$ cat config.mk
export PLATFORM = sky130hd
export DESIGN_NAME = reg_file_dump_unit
export DESIGN_NICKNAME = d
export VERILOG_FILES = /design/src/rtl/reg_file_pkg.sv /design/src/rtl/reg_file_dump_unit.sv
export SDC_FILE = /design/constraint.sdc
export NUM_CORES = 1
export LEC_CHECK = 0
export CAP_MARGIN = 20
export CORE_MARGIN = 1
export CORE_UTILIZATION = 38
export CTS_CLUSTER_SIZE = 16
export DETAILED_ROUTE_END_ITERATION = 12
export GPL_TIMING_DRIVEN = 0
export PLACE_DENSITY = 0.76
export SLEW_MARGIN = 20
export SYNTH_ARGS = -nofsm -noshare
export SYNTH_HDL_FRONTEND = slang
export SYNTH_SLANG_ARGS = --single-unit
$ cat constraint.sdc
create_clock -name clk -period 1.5 [get_ports clk]
set_input_delay 0.45 -clock clk [delete_from_list [all_inputs] [get_ports clk]]
set_output_delay 0.45 -clock clk [all_outputs]
set_load 0.03 [all_outputs]
$ cat src/rtl/reg_file_pkg.sv
// Shared definitions for the register-file debug dump unit.
package reg_file_pkg;

    localparam int REG_W  = 32;
    localparam int REG_AW = 4;
    localparam int NREG   = 16;

    localparam logic [REG_AW-1:0] SP = 4'd13;
    localparam logic [REG_AW-1:0] LR = 4'd14;
    localparam logic [REG_AW-1:0] PC = 4'd15;

    typedef enum logic [1:0] {
        IDLE,
        FETCH,
        SEND,
        DONE
    } dump_state_t;

endpackage

$ cat src/rtl/reg_file_dump_unit.sv
// Walks a register range over one register-file read port and streams each
// captured value, tagged with its address, on a valid/ready link.
//
//  state | meaning
//  ------+--------------------------------------------------------------
//  IDLE  | waiting for start; read port released (rd_addr = 0)
//  FETCH | drive rd_addr = cur, capture rd_data at the edge
//  SEND  | out_valid high, captured beat held until out_ready
//  DONE  | one-cycle done pulse after the final handshake
module reg_file_dump_unit
    import reg_file_pkg::*;
#(
    parameter int W    = REG_W,
    parameter int AW   = REG_AW,
    parameter int NREG = reg_file_pkg::NREG
) (
    input  logic          clk,
    input  logic          reset,
    input  logic          start,
    input  logic [AW-1:0] first_addr,
    input  logic [AW-1:0] last_addr,
    input  logic          abort,
    output logic [AW-1:0] rd_addr,
    input  logic [W-1:0]  rd_data,
    output logic          out_valid,
    input  logic          out_ready,
    output logic [W-1:0]  out_data,
    output logic [AW-1:0] out_addr,
    output logic          out_last,
    output logic          busy,
    output logic          done
);

    dump_state_t   state;
    dump_state_t   state_nxt;
    logic [AW-1:0] cur;
    logic [AW-1:0] last_q;
    logic [AW-1:0] cur_inc;

    // Range walk wraps from the top register back to R0.
    assign cur_inc = AW'((int'(cur) + 1) % NREG);

    always_ff @(posedge clk or posedge reset) begin
        if (reset) begin
            state <= IDLE;
        end else begin
            state <= state_nxt;
        end
    end

    always_comb begin
        state_nxt = state;
        case (state)
            IDLE: begin
                if (!abort && start) begin
                    state_nxt = FETCH;
                end
            end
            FETCH: begin
                state_nxt = abort ? IDLE : SEND;
            end
            SEND: begin
                if (abort) begin
                    state_nxt = IDLE;
                end else if (out_ready) begin
                    state_nxt = out_last ? DONE : FETCH;
                end
            end
            DONE: begin
                state_nxt = IDLE;
            end
            default: begin
                state_nxt = IDLE;
            end
        endcase
    end

    always_comb begin
        rd_addr   = '0;
        out_valid = 1'b0;
        busy      = 1'b0;
        done      = 1'b0;
        case (state)
            FETCH: begin
                rd_addr = cur;
                busy    = 1'b1;
            end
            SEND: begin
                out_valid = 1'b1;
                busy      = 1'b1;
            end
            DONE: begin
                done = 1'b1;
            end
            default: begin
            end
        endcase
    end

    // Range latch, address counter and the held output beat.
    always_ff @(posedge clk or posedge reset) begin
        if (reset) begin
            cur      <= '0;
            last_q   <= '0;
            out_data <= '0;
            out_addr <= '0;
            out_last <= 1'b0;
        end else begin
            case (state)
                IDLE: begin
                    if (start && !abort) begin
                        cur    <= first_addr;
                        last_q <= last_addr;
                    end
                end
                FETCH: begin
                    if (abort) begin
                        out_last <= 1'b0;
                    end else begin
                        out_data <= rd_data;
                        out_addr <= cur;
                        out_last <= (cur == last_q);
                    end
                end
                SEND: begin
                    if (abort) begin
                        out_last <= 1'b0;
                    end else if (out_ready) begin
                        out_last <= 1'b0;
                        if (!out_last) begin
                            cur <= cur_inc;
                        end
                    end
                end
                DONE: begin
                    out_last <= 1'b0;
                end
                default: begin
                end
            endcase
        end
    end

endmodule

After elaboration in Yosys (flattened, before gate mapping)

Index checks and enable logic that the tools add are counted.

Add/subtract/negate cells: 1
Equal/unequal tests: 9
Mux-type cells: 19
Bitwise operators: 1
Reduce and logical (&&, ||, !) cells: 11

Operator list:

| cell                | count |
|---|---|
| $mux 4              | 5 |
| $mux 2              | 5 |
| $ne 2x2->1 const B  | 4 |
| $pmux 2 s4          | 1 |
| $pmux 4 s2          | 1 |
| $reduce_and 2->1    | 4 |
| $mux 1              | 6 |
| $reduce_and 5->1    | 1 |
| $add 4x1->4 const B | 1 |
| $eq 2x2->1 const B  | 2 |
| $eq 4x4->1          | 1 |
| $ne 3x3->1 const B  | 1 |
| $pmux 1 s3          | 1 |
| $reduce_bool 3->1   | 1 |
| $eq 2x1->1 const B  | 1 |
| $logic_not 2->1     | 1 |
| $reduce_bool 2->1   | 1 |
| $reduce_or 2->1     | 1 |
| $logic_and 1x1->1   | 1 |
| $logic_not 1->1     | 1 |
| $not 1->1           | 1 |

Register bits after elaboration: 47
Word-level logic and storage cells: 47

Depth between registers and ports, before layout

Word-level depth: 5
Mapped depth: 7
Gate-level depth less buffers: 6

Least setup slack after synthesis

Ideal clock, no wire load.

Path kind: register -> register
From: register state[0]
To: register cur[0]
Setup time: 0.066 ns
Arrival time: 1.681 ns
Data required time: 1.434 ns
Path slack: -0.247 ns
Cell stages (with the launch flop): 6
Clock period less this slack: 1.747 ns
Cell sequence: dfrtp_1 > inv_1 > ha_1 > mux2i_1 > or4_1 > nand2_1

Longest elaborated chain between the ends: 3

RTL lines:

| element                                                          | RTL line                  | RTL |
|---|---|---|
| start, declared                                                  | reg_file_dump_unit.sv:34  | `dump_state_t state;` |
| start signal, assigned                                           | reg_file_dump_unit.sv:47  | `state <= state_nxt;` |
| $eq 2x2->1 or $logic_not 2->1 (tied branches)                    | reg_file_dump_unit.sv:109 | `case (state)` |
| $ne 2x2->1 (no source line) or $reduce_bool 2->1 (tied branches) | n/a                       |  |
| $reduce_and 5->1 (no source line)                                | n/a                       |  |
| end signal, assigned                                             | reg_file_dump_unit.sv:112 | `cur <= first_addr;` |
| end signal, assigned                                             | reg_file_dump_unit.sv:131 | `cur <= cur_inc;` |
| end, declared                                                    | reg_file_dump_unit.sv:36  | `logic [AW-1:0] cur;` |

Several ways; a longest one is shown, not always the timed one.
A chain may end at the register's enable or synchronous reset.

Worst setup path in the final report

From: register state[1]
To: output out_valid

Longest elaborated chain between the ends: 2

RTL lines:

| element       | RTL line                 | RTL |
|---|---|---|
| $eq 2x2->1    | reg_file_dump_unit.sv:83 | `case (state)` |
| $mux 1        | reg_file_dump_unit.sv:83 |  |
| end, declared | reg_file_dump_unit.sv:25 | `output logic out_valid,` |

No other way between the ends.

==> metrics.txt <==
final hold slack 0.4975 ns; accumulated negative setup slack -5.664 ns; Arrival @ worst endpoint 1.26 ns; top cells by area in the synthesized netlist sky130_fd_sc_hd__dfrtp_1 (56%), sky130_fd_sc_hd__mux2_2 (22%), sky130_fd_sc_hd__ha_1 (3.6%); shortest period the worst path allows 1.713 ns; Total GRT Usage 0.1717; cells after synthesis 155; total number of yosys warnings 0; die area 0.005782 sq mm; worst vdd rail ir drop 1.158 mV; Yosys cell types 28; height of the die 76.04 um; clock-pin slew on the worst setup and hold paths 0.09 ns; CP max FO 5; post-synth design cell area 0.002083 sq mm; layout cells sized above 1 0.5111; area of the multi-input gates 0.001116 sq mm; data required time at the worst endpoint 1.05 ns; number of enable-type register cells in the synthesized netlist 0; iteration-0 DRC count of the detailed router 66; insertion delay to the later sink of the worst-skew pair 0.29 ns; clock network fraction of total power 0.091; Worst slew margin 0.6926; Pre-antenna DRT Iters 4; endpoint type of the worst setup path output port; transition time at the pin with the least slew margin 0.4610 ns; # H-tree levels 2; total of endpoints with negative setup slack in the final report 49; failing checks setup timing; row count 26; Antenna Cells 0; Register-to-Register Setup Slack -0.20 ns; CTS tree yes; detailed-route wire length 5260 um; kind of path behind the tightest hold check in -> async; leakage 1.608 nW; depth of the most critical reg-to-reg path 7; cell at the root of the clock tree sky130_fd_sc_hd__clkbuf_8; number of global-route vias before repair 1767; pin count of the biggest net entering global routing 48; Commonest cells post-synth sky130_fd_sc_hd__dfrtp_1 (47), sky130_fd_sc_hd__mux2_2 (41), sky130_fd_sc_hd__buf_2 (6), sky130_fd_sc_hd__ha_1 (6), sky130_fd_sc_hd__o21ai_0 (6); total congestion overflow 0; total I/O pin count 89; combinational cell fraction of total power 0.616; switching share of power 0.4182; count of input and output buffers 88; final critical-path share of the clock period 1.142; dominant cell type by area after synthesis sky130_fd_sc_hd__dfrtp_1; post-detailed-route DRC marker count 0; result of the run complete, but fails checks; Net Switching 3.406 mW; number of buffers added by the clock tree synthesis step 5; Flop pwr share 0.293; Nets 320; antenna violations before repair 0; die width 76.04 um; f_max 0.5837 GHz; proportion of netlist area held by the largest area contributor 0.5646; fraction of the yosys area taken by sequential cells 0.5646; Post-synth top flop sky130_fd_sc_hd__dfrtp_1; Longest Clk Path Bufs 2; critical path launch point type flop; internal power 4.738 mW; mean area per synthesized cell 13.44 sq um; core box area 0.005205 sq mm; routed len/inst 15.47 um; start-to-end type of the worst setup path reg -> out; HPWL after detailed placement 3154 um; post-detailed-route via-to-cell ratio 4.856; effective utilization at floorplan 0.4002; area added between synthesis and finish 71.05%; proportion of register bits with asynchronous set or reset after synthesis 1.000; layout filler cell count 404; most frequent cell after synthesis sky130_fd_sc_hd__dfrtp_1; max-cap violation count 0; total via count in the routed design 1651; synthesis-stage register bit count 47; DRT antenna net count 0; gp weighted congestion 0.7862; P per Cell Area 2285 mW/mm^2; Worst Slack Setup Final -0.2133 ns; # clock sinks 47; wire length of the first global-routing pass 7997 um; Clock Skews 0.002699 ns; final hold violation count 0; combined flip-flop and latch cell area 0.001179 sq mm; Net Count, Synth 206; unrepaired setup endpoints after global routing true; count of pins over their slew limit 0
## final timing paths
path	startpoint	endpoint
setup / recovery	state[1]$_DFFE_PP0P_	out_valid
min in group clk	out_data[26]$_DFFE_PP0P_	out_data[26]$_DFFE_PP0P_
hold / removal	reset	out_data[9]$_DFFE_PP0P_
max in group asynchronous	reset	out_data[15]$_DFFE_PP0P_
setup reg to reg	state[1]$_DFFE_PP0P_	cur[0]$_DFFE_PP0P_
hold reg to reg	out_data[26]$_DFFE_PP0P_	out_data[26]$_DFFE_PP0P_
## registers in the layout, indices dropped and copies added (netlist names)
name      flops
state         2
out_last      1
out_data     32
out_addr      4
cur           4
last_q        4
## power groups by stage
| stage | clock network, mW | logic, mW | registers [mW] |
|---|---|---|---|
| 6_report | 0.743 | 5.02 | 2.38 |
| 5_1_grt | 0.819 | 5.33 | 2.49 |
| 4_1_cts | 0.774 | 4.40 | 2.33 |
| 3_5_place_dp | 0 | 4.21 | 2.36 |
| 3_3_place_gp | 0 | 4.16 | 2.32 |
| 2_1_floorplan | 0 | 1.65 | 3.31 |
## logic make-up (layout without fill, tap and decap cells)
kind of cell	count (synthesis)	count (layout)	share of synthesized area
AOI/OAI and AO/OA	18	18	0.05225
xor gates and xnor gates	4	4	0.01682
adders and majority gates	6	6	0.03604
buffers and inverters	10	125	0.02162
DFF	47	47	0.5646
muxes	43	43	0.2312
and+or+nand+nor	27	27	0.07748
## repair_timing
action / CTS / global route
pin swaps: 8 / 1
setup endpoints to repair: 90 / 88
gates cloned: 0 / 4
setup buffers: 11 / 3
endpoints found under the hold margin: 0 / 0
hold buffers: 0 / 0
gates resized for setup: 139 / 103
## critical path, stage by stage, from the launching register on
cell and delay (ns):
sky130_fd_sc_hd__dfrtp_2 0.44, sky130_fd_sc_hd__buf_6 0.13, sky130_fd_sc_hd__buf_6 0.11, sky130_fd_sc_hd__ha_4 0.16, sky130_fd_sc_hd__buf_6 0.13
## through the flow
| stage | setup WS, ns | instances | total power, mW | instance area [sq um] | utilization |
|---|---|---|---|---|---|
| 4_1_cts | -0.2287 | 332 | 7.509 | 3353 | 0.6442 |
| 5_1_grt | -0.2635 | 340 | 8.640 | 3563 | 0.6846 |
| 3_3_place_gp | -0.5574 | 313 | 6.484 | 3094 | 0.5945 |
| 2_1_floorplan | -0.06247 | 155 | 4.962 | 2126 | - |
| 3_5_place_dp | -0.5662 | 313 | 6.573 | 3094 | 0.5945 |
| 6_report | -0.2133 | 340 | 8.144 | 3563 | 0.6846 |
## metal layers
| metal | track usage | wire length (um) |
|---|---|---|
| met5 | 0 | 0 |
| met4 | 0.04808 | 43 |
| met3 | 0.05509 | 292 |
| met2 | 0.2918 | 2575 |
| met1 | 0.2097 | 2349 |
## cell usage in the layout (no fill, tap or decap), types with 2 or more instances in the layout
| cell type | n |
|---|---|
| sky130_fd_sc_hd__a21oi_1 | 4 |
| sky130_fd_sc_hd__and2_4 | 4 |
| sky130_fd_sc_hd__buf_12 | 3 |
| sky130_fd_sc_hd__buf_4 | 8 |
| sky130_fd_sc_hd__buf_6 | 14 |
| sky130_fd_sc_hd__buf_8 | 3 |
| sky130_fd_sc_hd__clkbuf_16 | 4 |
| sky130_fd_sc_hd__clkbuf_2 | 31 |
| sky130_fd_sc_hd__clkbuf_8 | 5 |
| sky130_fd_sc_hd__clkdlybuf4s15_1 | 4 |
| sky130_fd_sc_hd__clkdlybuf4s50_1 | 42 |
| sky130_fd_sc_hd__clkinvlp_4 | 2 |
| sky130_fd_sc_hd__dfrtp_1 | 45 |
| sky130_fd_sc_hd__dfrtp_2 | 2 |
| sky130_fd_sc_hd__dlygate4sd2_1 | 2 |
| sky130_fd_sc_hd__ha_2 | 2 |
| sky130_fd_sc_hd__ha_4 | 3 |
| sky130_fd_sc_hd__inv_4 | 2 |
| sky130_fd_sc_hd__mux2_2 | 4 |
| sky130_fd_sc_hd__mux2_4 | 37 |
| sky130_fd_sc_hd__nand3_1 | 4 |
| sky130_fd_sc_hd__nor2_1 | 3 |
| sky130_fd_sc_hd__nor2b_1 | 2 |
| sky130_fd_sc_hd__nor2b_2 | 2 |
| sky130_fd_sc_hd__o21ai_0 | 3 |
| sky130_fd_sc_hd__o21ai_1 | 3 |
| sky130_fd_sc_hd__o31ai_1 | 2 |
| sky130_fd_sc_hd__xnor2_1 | 3 |
## layout make-up
type	instances	share of cell area
sequential	47	0.3308
multi-input combinational	98	0.3132
timing repair buffer	107	0.2749
buffer	6	0.02598
tap	70	0.02458
clock buffer	6	0.02037
inverter	4	0.006671
clock inverter	2	0.003511
Note: power is estimated with default switching activity, not from simulation.
